File: src/rtl/pix_mode_mux_pkg.sv
// Shared types, mode-code offsets and colour helpers for the pixel mode multiplexer.
package pix_mode_mux_pkg;

  // Mode codes above the grayscale channels, as offsets from NCH.
  localparam int unsigned MODE_RGB565_OFS  = 0;
  localparam int unsigned MODE_PATTERN_OFS = 1;
  localparam int unsigned MODE_BLANK_OFS   = 2;

  typedef struct packed {
    logic        valid;
    logic [23:0] color;
  } pix_t;

  function automatic int unsigned clog2(input int unsigned v);
    int unsigned r;
    r = 0;
    while ((64'd1 << r) < 64'(v)) r = r + 1;
    return r;
  endfunction

  // Colour-bar table: white, yellow, cyan, green, magenta, red, blue, black.
  function automatic logic [23:0] bar_color(input logic [2:0] idx);
    logic [23:0] c;
    unique case (idx)
      3'd0:    c = 24'hFFFFFF;
      3'd1:    c = 24'hFFFF00;
      3'd2:    c = 24'h00FFFF;
      3'd3:    c = 24'h00FF00;
      3'd4:    c = 24'hFF00FF;
      3'd5:    c = 24'hFF0000;
      3'd6:    c = 24'h0000FF;
      default: c = 24'h000000;
    endcase
    return c;
  endfunction

  // Each field widened by replicating its MSBs into the low bits.
  function automatic logic [23:0] rgb565(input logic [15:0] w);
    return {w[15:11], w[15:13], w[10:5], w[10:9], w[4:0], w[4:2]};
  endfunction

endpackage

File: src/rtl/pix_dly_line.sv
// Fixed-depth shift register with asynchronous reset to a configurable value.
module pix_dly_line #(
  parameter int unsigned      Width  = 1,
  parameter int unsigned      Depth  = 1,
  parameter logic [Width-1:0] RstVal = '0
) (
  input  logic             clk_i,
  input  logic             rst_i,
  input  logic [Width-1:0] d_i,
  output logic [Width-1:0] q_o
);

  logic [Width-1:0] stage_q [Depth];

  always_ff @(posedge clk_i or posedge rst_i) begin
    if (rst_i) begin
      for (int i = 0; i < int'(Depth); i++) stage_q[i] <= RstVal;
    end else begin
      stage_q[0] <= d_i;
      for (int i = 1; i < int'(Depth); i++) stage_q[i] <= stage_q[i-1];
    end
  end

  assign q_o = stage_q[Depth-1];

endmodule

File: src/rtl/pix_mode_mux.sv
// Pixel output formatter: mode-selected colour decode, sync alignment, frame-locked
// mode switching and read-underflow accounting.
module pix_mode_mux
  import pix_mode_mux_pkg::*;
#(
  parameter int unsigned DATA_WD  = 16,
  parameter int unsigned CHAN_WD  = 8,
  parameter int unsigned SYNC_DLY = 3,
  parameter int unsigned DATA_DLY = 1,
  parameter bit          VS_POL   = 1'b1,
  parameter bit          HS_POL   = 1'b1,
  parameter int unsigned BAR_W    = 80,
  parameter logic [23:0] BG_COLOR = 24'h0000FF,
  parameter int unsigned MODE_RST = 0,
  localparam int unsigned NCH     = DATA_WD / CHAN_WD,
  localparam int unsigned MW      = clog2(NCH + 3)
) (
  input  logic               sys_clk,
  input  logic               sys_rst,
  input  logic               mode_step,
  input  logic               mode_load,
  input  logic [MW-1:0]      mode_in,
  input  logic               vs_in,
  input  logic               hs_in,
  input  logic               de_in,
  input  logic               pix_valid,
  input  logic [DATA_WD-1:0] pix_data,
  input  logic               ufl_clr,
  output logic               rgb_vs,
  output logic               rgb_hs,
  output logic               rgb_de,
  output logic [23:0]        rgb_data,
  output logic [MW-1:0]      mode_cur,
  output logic               ufl_flag,
  output logic [15:0]        ufl_cnt
);

  localparam int unsigned PW = clog2(BAR_W + 1);

  logic [MW-1:0] mode_q, mode_d, pend_q, pend_d;
  logic          vs_prev_q, frame_start;
  logic [PW-1:0] px_q, px_d;
  logic [2:0]    bar_q, bar_d;
  logic [15:0]   ufl_cnt_q, ufl_cnt_d;
  logic          ufl_flag_q, ufl_flag_d, ufl_hit;
  logic [CHAN_WD-1:0] chan;
  logic [7:0]    gray;
  logic [15:0]   rgb_src;
  pix_t          pix_sel, pix_dly;

  assign frame_start = (vs_in == VS_POL) && (vs_prev_q != VS_POL);

  always_comb begin
    pend_d = pend_q;
    if (mode_load) begin
      pend_d = mode_in;
    end else if (mode_step) begin
      pend_d = (32'(mode_q) < NCH + MODE_BLANK_OFS) ? mode_q + MW'(1) : '0;
    end
    mode_d = frame_start ? pend_q : mode_q;
  end

  // Bar position tracked as (pixel within bar, bar index) to avoid a divider.
  always_comb begin
    px_d  = '0;
    bar_d = '0;
    if (de_in) begin
      if (32'(px_q) == BAR_W - 1) begin
        bar_d = bar_q + 3'd1;
      end else begin
        px_d  = px_q + PW'(1);
        bar_d = bar_q;
      end
    end
  end

  if (CHAN_WD >= 8) begin : g_gray_top
    assign gray = chan[CHAN_WD-1 -: 8];
  end else begin : g_gray_ext
    assign gray = {{(8 - CHAN_WD){1'b0}}, chan};
  end

  if (DATA_WD >= 16) begin : g_rgb_src
    assign rgb_src = pix_data[15:0];
  end else begin : g_rgb_none
    assign rgb_src = '0;
  end

  always_comb begin
    chan          = pix_data[32'(mode_q) * CHAN_WD +: CHAN_WD];
    pix_sel.color = '0;
    pix_sel.valid = 1'b1;
    if (32'(mode_q) < NCH) begin
      pix_sel.color = {3{gray}};
      pix_sel.valid = pix_valid;
    end else if (32'(mode_q) == NCH + MODE_RGB565_OFS && DATA_WD >= 16) begin
      pix_sel.color = rgb565(rgb_src);
      pix_sel.valid = pix_valid;
    end else if (32'(mode_q) == NCH + MODE_PATTERN_OFS) begin
      pix_sel.color = bar_color(bar_q);
    end
  end

  pix_dly_line #(
    .Width  (25),
    .Depth  (DATA_DLY),
    .RstVal (25'd0)
  ) u_data_dly (
    .clk_i (sys_clk),
    .rst_i (sys_rst),
    .d_i   (pix_sel),
    .q_o   (pix_dly)
  );

  pix_dly_line #(
    .Width  (3),
    .Depth  (SYNC_DLY),
    .RstVal ({~VS_POL, ~HS_POL, 1'b0})
  ) u_sync_dly (
    .clk_i (sys_clk),
    .rst_i (sys_rst),
    .d_i   ({vs_in, hs_in, de_in}),
    .q_o   ({rgb_vs, rgb_hs, rgb_de})
  );

  assign ufl_hit = rgb_de & ~pix_dly.valid;

  // A clear and a hit in the same cycle leave exactly one counted underflow.
  always_comb begin
    ufl_cnt_d  = ufl_cnt_q;
    ufl_flag_d = ufl_flag_q;
    if (ufl_clr) begin
      ufl_cnt_d  = '0;
      ufl_flag_d = 1'b0;
    end
    if (ufl_hit) begin
      ufl_flag_d = 1'b1;
      if (ufl_cnt_d != 16'hFFFF) ufl_cnt_d = ufl_cnt_d + 16'd1;
    end
  end

  always_ff @(posedge sys_clk or posedge sys_rst) begin
    if (sys_rst) begin
      mode_q     <= MW'(MODE_RST);
      pend_q     <= MW'(MODE_RST);
      vs_prev_q  <= ~VS_POL;
      px_q       <= '0;
      bar_q      <= '0;
      ufl_cnt_q  <= '0;
      ufl_flag_q <= 1'b0;
    end else begin
      mode_q     <= mode_d;
      pend_q     <= pend_d;
      vs_prev_q  <= vs_in;
      px_q       <= px_d;
      bar_q      <= bar_d;
      ufl_cnt_q  <= ufl_cnt_d;
      ufl_flag_q <= ufl_flag_d;
    end
  end

  always_comb begin
    rgb_data = '0;
    if (rgb_de) rgb_data = pix_dly.valid ? pix_dly.color : BG_COLOR;
  end

  assign mode_cur = mode_q;
  assign ufl_cnt  = ufl_cnt_q;
  assign ufl_flag = ufl_flag_q;

endmodule

File: config.mk
export PLATFORM = sky130hd
export DESIGN_NAME = pix_mode_mux
export DESIGN_NICKNAME = d
export VERILOG_FILES = /design/src/rtl/pix_mode_mux_pkg.sv /design/src/rtl/pix_dly_line.sv /design/src/rtl/pix_mode_mux.sv
export SDC_FILE = /design/constraint.sdc
export NUM_CORES = 1
export LEC_CHECK = 0
export CAP_MARGIN = 20
export CORE_UTILIZATION = 40
export DETAILED_ROUTE_END_ITERATION = 7
export GPL_TIMING_DRIVEN = 0
export HOLD_SLACK_MARGIN = 0.02
export PLACE_DENSITY = 0.65
export SLEW_MARGIN = 10
export SYNTH_ARGS = -nofsm -noshare
export SYNTH_HDL_FRONTEND = slang
export SYNTH_HIERARCHICAL = 1
export SYNTH_SLANG_ARGS = --single-unit
File: constraint.sdc
create_clock -name sys_clk -period 2 [get_ports sys_clk]
set_input_delay 0.4 -clock sys_clk [delete_from_list [all_inputs] [get_ports sys_clk]]
set_output_delay 0.4 -clock sys_clk [all_outputs]
set_load 0.1 [all_outputs]
# After elaboration in Yosys (flattened, before gate mapping)
# Cells that the tools add are included.
# word_totals
out_inout_bits	47
register_bits	68
input_bits	28
# classes
n_mux	19
n_shift	1
n_addsub	4
magnitude_cmp	2
n_reduce_logical	4
n_eq_ne	11
bitwise	3
# op_table
cell	n
$pmux W24 S7	1
$mux W24	4
$mux W16	3
$mux W25	1
$add A16 B1 Y16 const B	1
$ne A16 B16 Y1 const B	1
$shiftx A16 B7 Y8	1
$mux W3	5
$mux W7	2
$eq A3 B2 Y1 const B	4
$eq A3 B3 Y1 const B	3
$add A7 B1 Y7 const B	1
$eq A7 B7 Y1 const B	1
$add A3 B1 Y3 const B	2
$reduce_bool A2 Y1	2
$eq A3 B1 Y1 const B	1
$logic_not A3 Y1	1
$lt A3 B2 Y1 const B	1
$lt A3 B3 Y1 const B	1
$mux W1	3
$ne A2 B1 Y1 const B	1
$not A1 Y1	2
$and A1 B1 Y1	1
$logic_and A1 B1 Y1	1

# Longest topological paths before layout
# Gate-level depths: netlist (run 1).
# depth
word_depth	5
ltp_mapped	7
depth_no_buf	7

# Modules after synthesis
# The synthesis (run 1) kept the hierarchy.
# by_module_without_submodules
module	area_per_inst_um2	cells_per_inst	seq_area_each_um2	n_inst
pix_mode_mux	2526.2	293	850.8	1
pix_dly_line at u_data_dly	629.4	26	625.6	1
pix_dly_line at u_sync_dly	251.5	13	225.2	1

# Least setup slack after synthesis (run 1)
# Ideal clock, no wire load.
# synth_timing
path_kind	register -> output
startpoint	reg u_sync_dly.stage_q (netlist bit u_sync_dly/q_o[0])
endpoint	out rgb_data[4]
required_time_ns	1.600
stages_incl_launch_ff	4
setup_slack_ns	-1.487
t_arrival_ns	3.087
path_cell_list	dfrtp_1 buf_4 clkbuf_1 a21boi_0
# synth_between
elab_chain_cells	1
# synth_lines
element	line	text
from (decl)	pix_dly_line.sv:13	logic [Width-1:0] stage_q [Depth];
$mux W24	pix_mode_mux.sv:164	if (rgb_de) rgb_data = pix_dly.valid ? pix_dly.color : BG_COLOR;
to (decl)	pix_mode_mux.sv:32	output logic [23:0] rgb_data,
# No other way between the ends.

# Worst setup path after layout (run 1)
# layout_timing
startpoint	reg ufl_cnt_q[0] (netlist: ufl_cnt[0])
endpoint	reg ufl_cnt_q[11] (netlist: ufl_cnt[11])
# layout_between
elab_chain_cells	4
# layout_lines
element	line	text
from (decl)	pix_mode_mux.sv:44	logic [15:0] ufl_cnt_q, ufl_cnt_d;
from (signal assigned)	pix_mode_mux.sv:157	ufl_cnt_q <= ufl_cnt_d;
$mux W16 (*)	pix_mode_mux.sv:132	if (ufl_clr) begin
$add A16 B1 Y16 or $ne A16 B16 Y1 (tied branches)	pix_mode_mux.sv:138	if (ufl_cnt_d != 16'hFFFF) ufl_cnt_d = ufl_cnt_d + 16'd1;
$mux W16 (*)	pix_mode_mux.sv:138	
$mux W16 (*)	pix_mode_mux.sv:136	if (ufl_hit) begin
net ufl_cnt_d[11]	pix_mode_mux.sv:44	
# Mark *: on every way through the listed nets, which the timed path passes. The rest lies on a longest branch.
# A chain may end at the register's enable or synchronous reset.

==> metrics list, run 1 <==
- The run finished with clean final reports.
* Antenna Violating Nets Remaining: 0
- Via count of the first global-routing pass: roughly 2700
- In this design, the critical path's most frequently occurring cell is sky130_fd_sc_hd__buf_4.
* Endpoint of the worst register-to-register path: ufl_cnt[11]
* Final Hold Viols: 0
- Aggregate global routing overflow: 0
- Total routed wirelength: 8000 um
- After detailed routing, the average wire length per cell comes to ~15 um.
- Fraction of the mapped netlist area in simple logic gates: 22.3%
- Synthesis produced about 330 cells.
- At the pin with the least slew margin, the transition time is ~950 ps.
* Detailed placer's ending HPWL: between 5000 and 6000 um
- Number of buffers on the longest clock path: 2
- The setup path with the least slack is of type reg2reg.
* Initial DRC count: approximately 110
- Worst path setup slack after routing: 67.8 ps
- The largest total area in the synthesized netlist belongs to sky130_fd_sc_hd__dfrtp_1.
* Cell area after technology mapping: around 3400 um2
* Launching point of the worst reg2reg path: ufl_cnt[0]
- STA classifies the critical path startpoint as a register.
- Setup TNS: 0 ps
* Final setup fails: 0
- TritonCTS built the clock tree.
- The die is around 94 um tall.
- The number of antenna diodes in the final layout is 0.
- Fill cells in the final layout number approximately 730.
- The routed design could run at a clock period as short as ~1900 ps.
- Hold Worst Slack: 350 ps
- The worst register-to-register path has a setup slack of ~68 ps.
* Synthesized Nets: roughly 370
* Largest net degree at the start of global routing: 35
- Yosys attributes the largest share of cell area to sky130_fd_sc_hd__dfrtp_1 (50%), sky130_fd_sc_hd__mux2_2 (5.0%), sky130_fd_sc_hd__nand2_1 (3.5%).
- Post-synth top flop: sky130_fd_sc_hd__dfrtp_1
* Share of layout cells above drive strength 1: between 30% and 40%
- Pwr/cell area: 1030 nW/um2
* Peak fanout along the critical path: 5
* Kind of path behind the tightest hold check: reg2reg
- On the final layout, the worst clock skew is around 7.8 ps.
- Number of antenna violations at the first check in global routing: 0
* Count of distinct cell types in the synthesized netlist: 53
- Final cycle utilization of the critical path: a little over nine tenths
* Insertion delay of the later-clocked pin in the worst-skew pair: 340 ps
- Clock root buffer master: sky130_fd_sc_hd__clkbuf_8
* RSZ-0062 raised after global routing: true
* Share of the synthesized area in compound gates (AO/OA/AOI/OAI): ~12%
* Number of port buffers: 74
- Worst IR Drop VDD: 0.536 mV
- Launching instance or port of the critical path: ufl_cnt[0]
- In this run the tightest slew margin relative to its limit is about 37%.
- Data on the critical path is required at its endpoint by roughly 2300 ps.
- Share of the synthesized area in the top cell type: around half
- Across the run, the number of max-cap violations was 0.
- Post-synthesis sequential area ratio: 49.9%
* Global placer's final weighted congestion: around 0.85
- Via total after detailed routing: ~2800
- After synthesis, the mean cell area works out to 10.3 um2.
- Register bit count reported by yosys: just under 70
- The synthesized netlist devotes slightly below 3% of its cell area to adder and majority cells.
* Worst setup timing slack at the placement stage: -872 ps
- Peak per-stage delay on the critical path: 490 ps
- Cells along the critical path: inv_4 -> nor2_4 -> ha_4 -> nand4_4 -> nor4_4 -> buf_4 -> buf_4 -> or4_1 -> a21oi_2
* Crit path capture type: register
- Once the floorplan was initialized, standard cells occupied about 41% of the core.
- Placeable core area: 8220 um2
- Slowest cell on the critical path: sky130_fd_sc_hd__dfrtp_4
- Arrival time of the worst setup path: roughly 2200 ps
- Number of enable-type register cells in the synthesized netlist: 0
- Derived from the worst setup path, the maximum achievable clock frequency is ~520 MHz.
- Max H-tree Level: 3
* Sink Count: slightly below 70
- Post-detailed-route DRC marker count: 0
- By area, the combinational part of the netlist is dominated by simple AND/OR/NAND/NOR gates.
* Clock buffer count from CTS: 9
* Worst setup path endpoint: ufl_cnt[11]
- Reported leakage power: around 2.2 nW
* Clock slew at reported path FFs: ~80 ps
- Count of cells along the worst register-to-register path: 9
- The portion of synthesized area spent on multiplexers is 6.13%.
- Util after Layout: 57.2%
* Ratio of routed vias to standard cells: 5.22
* Synth Area in XOR/XNOR: ~2.6%
* Total I/O pin count: 75
- Compared with the post-synthesis result, the final layout area differs by 38.0%.
- The number of pins exceeding their max-slew limit in the final report came to 0.
* DRT Pass-1 Iters: 4
* Total track usage: between 20% and 30%
- Area of the die: ~9000 um2
- From left edge to right edge, the die measures around 94 um.
* Number of rows in the core area: 33
* Total number of nets in the final design: approximately 460
- The first global-routing pass estimated 13600 um of wire.
- Fraction of synthesis flops using an asynchronous set or reset pin: 100%
- Yosys printed 6 warnings.
## timing repair
item,CTS,global route
setup endpoints to repair,63,26
hold buffers,0,0
gates resized for setup,221,14
buffers inserted,5,1
pin swaps,1,3
## registers in the layout (all words and copies together), names as in the netlist
| name | cells |
|---|---|
| u_sync_dly/q_o | 3 |
| u_sync_dly/stage_q | 6 |
| mode_cur | 3 |
| ufl_flag | 1 |
| ufl_cnt | 16 |
| bar_q | 3 |
| u_data_dly/q_o | 25 |
| pend_q | 3 |
| px_q | 7 |
| vs_prev_q | 1 |
## logic make-up after synthesis
group / count (synthesis)
buffers and inverters: 34
muxes: 19
xor gates and xnor gates: 10
AOI/OAI and AO/OA: 62
DFF: 68
and+or+nand+nor: 131
adders and majority gates: 8
## critical path: cells and delay by family (launching register included)
| family | cells | cell delay, ps |
|---|---|---|
| DFF | 1 | 490 |
| and+or+nand+nor | 4 | 680 |
| adders and majority gates | 1 | 170 |
| AOI/OAI and AO/OA | 1 | 140 |
| buffers and inverters | 3 | 380 |
## metrics by stage
| step | area (um2) | power (mW) | instances |
|---|---|---|---|
| 6_report | 4700 | 4.83 | 533 |
| 3_3_place_gp | 4410 | 3.45 | 511 |
| 3_5_place_dp | 4410 | 3.47 | 511 |
| 2_1_floorplan | 3530 | 3.01 | 332 |
| 4_1_cts | 4690 | 4.86 | 532 |
| 5_1_grt | 4700 | 5.05 | 533 |
## worst min path at each step
stage / start / to / slack [ps] / depth (start not counted)
5_1_grt: u_sync_dly/stage_q[5] / u_sync_dly/q_o[2] / 360 / 0
3_5_place_dp: u_sync_dly/stage_q[6] / u_sync_dly/stage_q[3] / 340 / 0
4_1_cts: u_sync_dly/stage_q[5] / u_sync_dly/q_o[2] / 350 / 0
3_3_place_gp: u_sync_dly/stage_q[4] / u_sync_dly/q_o[1] / 330 / 0
6_report: u_sync_dly/stage_q[6] / u_sync_dly/stage_q[3] / 350 / 0
2_1_floorplan: sys_rst / u_sync_dly/q_o[0] / 230 / 1
## report_power, final
group | switching, mW | internal (mW) | total (mW)
logic | 1.29 | 0.477 | 1.77
registers | 0.0846 | 1.59 | 1.67
clock network | 0.532 | 0.862 | 1.39
total | 1.90 | 2.93 | 4.83
## layout by cell type (no fill, tap or decap), drive strengths merged, types with 13 or more instances in the layout
cell           Yosys  final
dfrtp             68     68
buf                8     38
nand2             32     32
clkdlybuf4s50      0     26
clkbuf             7     22
clkdlybuf4s15      0     19
inv               19     19
o21ai             18     18
nor2              17     17
and3              17     17
mux2              15     15
a21oi             13     13
## area by class of cell
| cell class | count | area [um2] | share of cell area [%] |
|---|---|---|---|
| plain buffers | 15 | 101 | 2.16 |
| clock buffers | 10 | 138 | 2.93 |
| clock inverters | 6 | 111 | 2.37 |
| inverters | 19 | 73.8 | 1.57 |
| multi-input cells | 230 | 1660 | 35.3 |
| flip-flops and latches | 68 | 1750 | 37.1 |
| well taps | 105 | 131 | 2.79 |
| repair buffers | 80 | 742 | 15.8 |
## routing by layer
layer  routed length [um]  global-route usage [%]  part of all wire, %
met5                    0                       0                    0
met4                   96                    8.21                  1.2
met3                  317                    3.32                  4.0
met2                 3840                    30.3                   48
met1                 3740                    28.8                   47
## synth_stat cells, drive strengths merged, types with 5 or more instances
cell type  number
and3           17
nand4           6
and2           10
inv            19
nor3            5
nand2b          8
a21boi         10
o21ai          18
nor2           17
clkbuf          7
o22ai           6
nand2          32
nor2b           8
a21oi          13
ha              8
a22oi           6
buf             8
xnor2           6
nand3           6
mux2           15
dfrtp          68
(Power assumes the default switching activity.)
==> inputs of run 2 (changes only) <==
--- a/config.mk
+++ b/config.mk
@@ -11,8 +11,10 @@
 export GPL_TIMING_DRIVEN = 0
 export HOLD_SLACK_MARGIN = 0.02
 export PLACE_DENSITY = 0.65
+export SKIP_CTS_REPAIR_TIMING = 1
 export SLEW_MARGIN = 10
 export SYNTH_ARGS = -nofsm -noshare
 export SYNTH_HDL_FRONTEND = slang
 export SYNTH_HIERARCHICAL = 1
 export SYNTH_SLANG_ARGS = --single-unit
+export TNS_END_PERCENT = 100
==> run 2 against run 1 <==
Global-route usage decreased by 0.21 points. Sequential cell count unchanged. Clock power about the same. Worst setup slack got worse by 16 ps. Combinational power about the same. Largest cell class unchanged. Highest routed layer unchanged.
==> metrics list, run 2 (same netlist as run 1, synthesis figures left out) <==
* Outcome: complete, no violations
- The maximum resistive drop on vdd was 0.535 mV (about the same).
- Crit path capture type: register
* Final Hold Viols: 0 (unchanged)
- The remaining number of nets flagged by the antenna check after routing is 0 (unchanged).
- Rel. slew slack: 34.8% (-2.3 points)
- The core area was 8220 um2 (unchanged).
* Final Max Slew Viols: 0 (unchanged)
- The count of maximum capacitance violations came to 0 (unchanged).
* Peak fanout along the critical path: 6 (+1)
- Number of instances on the worst hold path: 0 (unchanged)
- Max H-tree Level: 3 (unchanged)
* Count of cells along the worst register-to-register path: 8 (-1)
* Classification of the worst setup path: reg2reg
* FF/Latch Area: 1750 um2 (unchanged)
* First-pass GRT wire length: 13500 um (-1.1%)
- Antenna Cells: 0 (unchanged)
- Total number of nets in the final design: 458 (-0.22%)
* DIE HEIGHT: 94.3 um (unchanged)
- In this run the worst hold path is classified as reg2reg.
* Largest register FFs: 25 (unchanged)
- The initial DRC count came to 81 (-24%).
* Peak per-stage delay on the critical path: 490 ps (about the same)
* Fill cells: 725 (unchanged)
* Clock Skew: 8.85 ps (+1.08 ps)
* Clock buffer count from CTS: 9 (unchanged)
- The final wirelength is 8100 um (+1.2%).
- Cells along the critical path: nor2b_4 -> ha_4 -> nand4_4 -> nor4_4 -> buf_4 -> buf_4 -> or4_1 -> a21oi_2
* Area added between synthesis and finish: 39.2%
* Number of antenna violations at the first check in global routing: 0 (unchanged)
- Final setup fails: 0 (unchanged)
- Critical path data required time: 2270 ps (about the same)
- Detailed placer's ending HPWL: 5820 um (unchanged)
* Share of layout cells above drive strength 1: 31.9% (-3.9 points)
* Sink Count: 68 (unchanged)
* Arrival time of the worst setup path: 2220 ps (+20 ps)
* Number of buffers on the longest clock path: 2 (unchanged)
- The area used by multi-input combinational logic was 1680 um2 (+1.1%).
* Cell count after placement: 511 (unchanged)
- Largest net degree at the start of global routing: 35 (unchanged)
* Worst Max-Slew Pin Slew: 976 ps (+29.2 ps)
* Starting utilization of the core area: 41.5% (unchanged)
- The average via count per standard cell was 5.20 (-0.39%).
- The width of the die is 94.3 um (unchanged).
- The number of I/O pins was 75 (unchanged).
- Clock root buffer master: sky130_fd_sc_hd__clkbuf_8
- The sum of overflow across all layers after global routing is 0 (unchanged).
- Util after Layout: 57.7% (+0.49 points)
- Reported leakage power: 2.47 nW (+15%)
* Area of the die: 8890 um2 (unchanged)
- The total number of vias was 2767 (-0.57%).
* Pwr/cell area: 1020 nW/um2 (-0.82%)
* Tot Pwr: 4.83 mW (about the same)
* Total track usage: 20.0% (-0.21 points)
* Number of rows in the core area: 33 (unchanged)
- STA classifies the critical path startpoint as a register.
- Final cycle utilization of the critical path: 97.4% (+0.81 points)
- Leaving out fill and tap cells, the most frequent cells in the layout are sky130_fd_sc_hd__dfrtp_1 (49), sky130_fd_sc_hd__nand2_1 (32), sky130_fd_sc_hd__buf_4 (30).
- Number of port buffers: 74 (unchanged)
* CTS tree: done
* Insertion delay of the later-clocked pin in the worst-skew pair: 340 ps (about the same)
* Filler-free cell count of the finished design: 532 (-0.19%)
- The most numerous cell type found on the critical path is sky130_fd_sc_hd__buf_4.
- The wire length per cell was 15.2 um (+1.4%).
- The final critical delay including setup and external delays was 1950 ps (+16.2 ps).
- Global placer's final weighted congestion: 0.846 (unchanged)
- The via count of the first global-routing pass is 2714 (-0.73%).
- The peak clock frequency supported by timing is 513 MHz (-0.83%).
- The slowest stage of the critical path belongs to the cell sky130_fd_sc_hd__dfrtp_4.
- The library cell used most frequently in the layout, excluding fill and tap cells, is sky130_fd_sc_hd__dfrtp_1.
- Clock slew at reported path FFs: 80 ps (about the same)
- The DRC violation count after routing is 0 (unchanged).
* DRT Pass-1 Iters: 4 (unchanged)
[run 2: cell type report]
class | count | share of cell area [%]
timing repair buffer | 79 | 16.3
buffer | 15 | 2.01
inverter | 19 | 1.56
tap | 105 | 2.77
clock buffer | 10 | 2.90
clock inverter | 6 | 2.35
multi-input combinational | 230 | 35.4
sequential | 68 | 36.8
[run 2: routing by layer]
layer  up-vias  routed length (um)  track usage [%]
met2        63                3910             30.0
met5         -                   0                0
li1       1338                   -                -
met1      1359                3820             28.5
met4         0                  75             8.21
met3         7                 299             3.32
[run 2: power by group]
part           switching (mW)  total (mW)  internal [mW]  leakage [nW]
clock                   0.528        1.39          0.862         0.122
sequential             0.0846        1.67           1.59         0.847
combinational            1.29        1.77          0.481          1.50
total                    1.90        4.83           2.93          2.47
[run 2: path summary, 6_finish.rpt]
check                                       from                  to  slack (ps)
max reg2reg                           ufl_cnt[1]         ufl_cnt[11]          50
min reg2reg                u_sync_dly/stage_q[5]   u_sync_dly/q_o[2]         350
min                        u_sync_dly/stage_q[5]   u_sync_dly/q_o[2]         350
min in group asynchronous                sys_rst   u_sync_dly/q_o[2]         410
max                                   ufl_cnt[1]         ufl_cnt[11]          50
max in group asynchronous                sys_rst  u_data_dly/q_o[24]         780
[run 2: per-stage QoR]
stage,setup WS [ps],hold slack [ps],instance area [um2],setup TNS (ps)
6_report,51.6,351,4740,0
3_3_place_gp,-802,333,4410,-27750
4_1_cts,-1260,349,4660,-34010
5_1_grt,-21.8,355,4740,-21.8
2_1_floorplan,-549,228,3530,-1740
3_5_place_dp,-872,336,4410,-23170
[run 2: critical path, delay by kind of cell, from the launching register on]
kind | cells | cell delay [ps]
simple gates | 4 | 780
flops | 1 | 490
buf+inv | 2 | 310
fa+ha+maj | 1 | 170
compound gates | 1 | 130
==> inputs of run 3 (changes only) <==
--- a/config.mk
+++ b/config.mk
@@ -11,7 +11,6 @@
 export GPL_TIMING_DRIVEN = 0
 export HOLD_SLACK_MARGIN = 0.02
 export PLACE_DENSITY = 0.65
-export SKIP_CTS_REPAIR_TIMING = 1
 export SLEW_MARGIN = 10
 export SYNTH_ARGS = -nofsm -noshare
 export SYNTH_HDL_FRONTEND = slang
==> results of run 3 <==
Same layout as run 1: the final DEF is identical, and so are final timing and power.
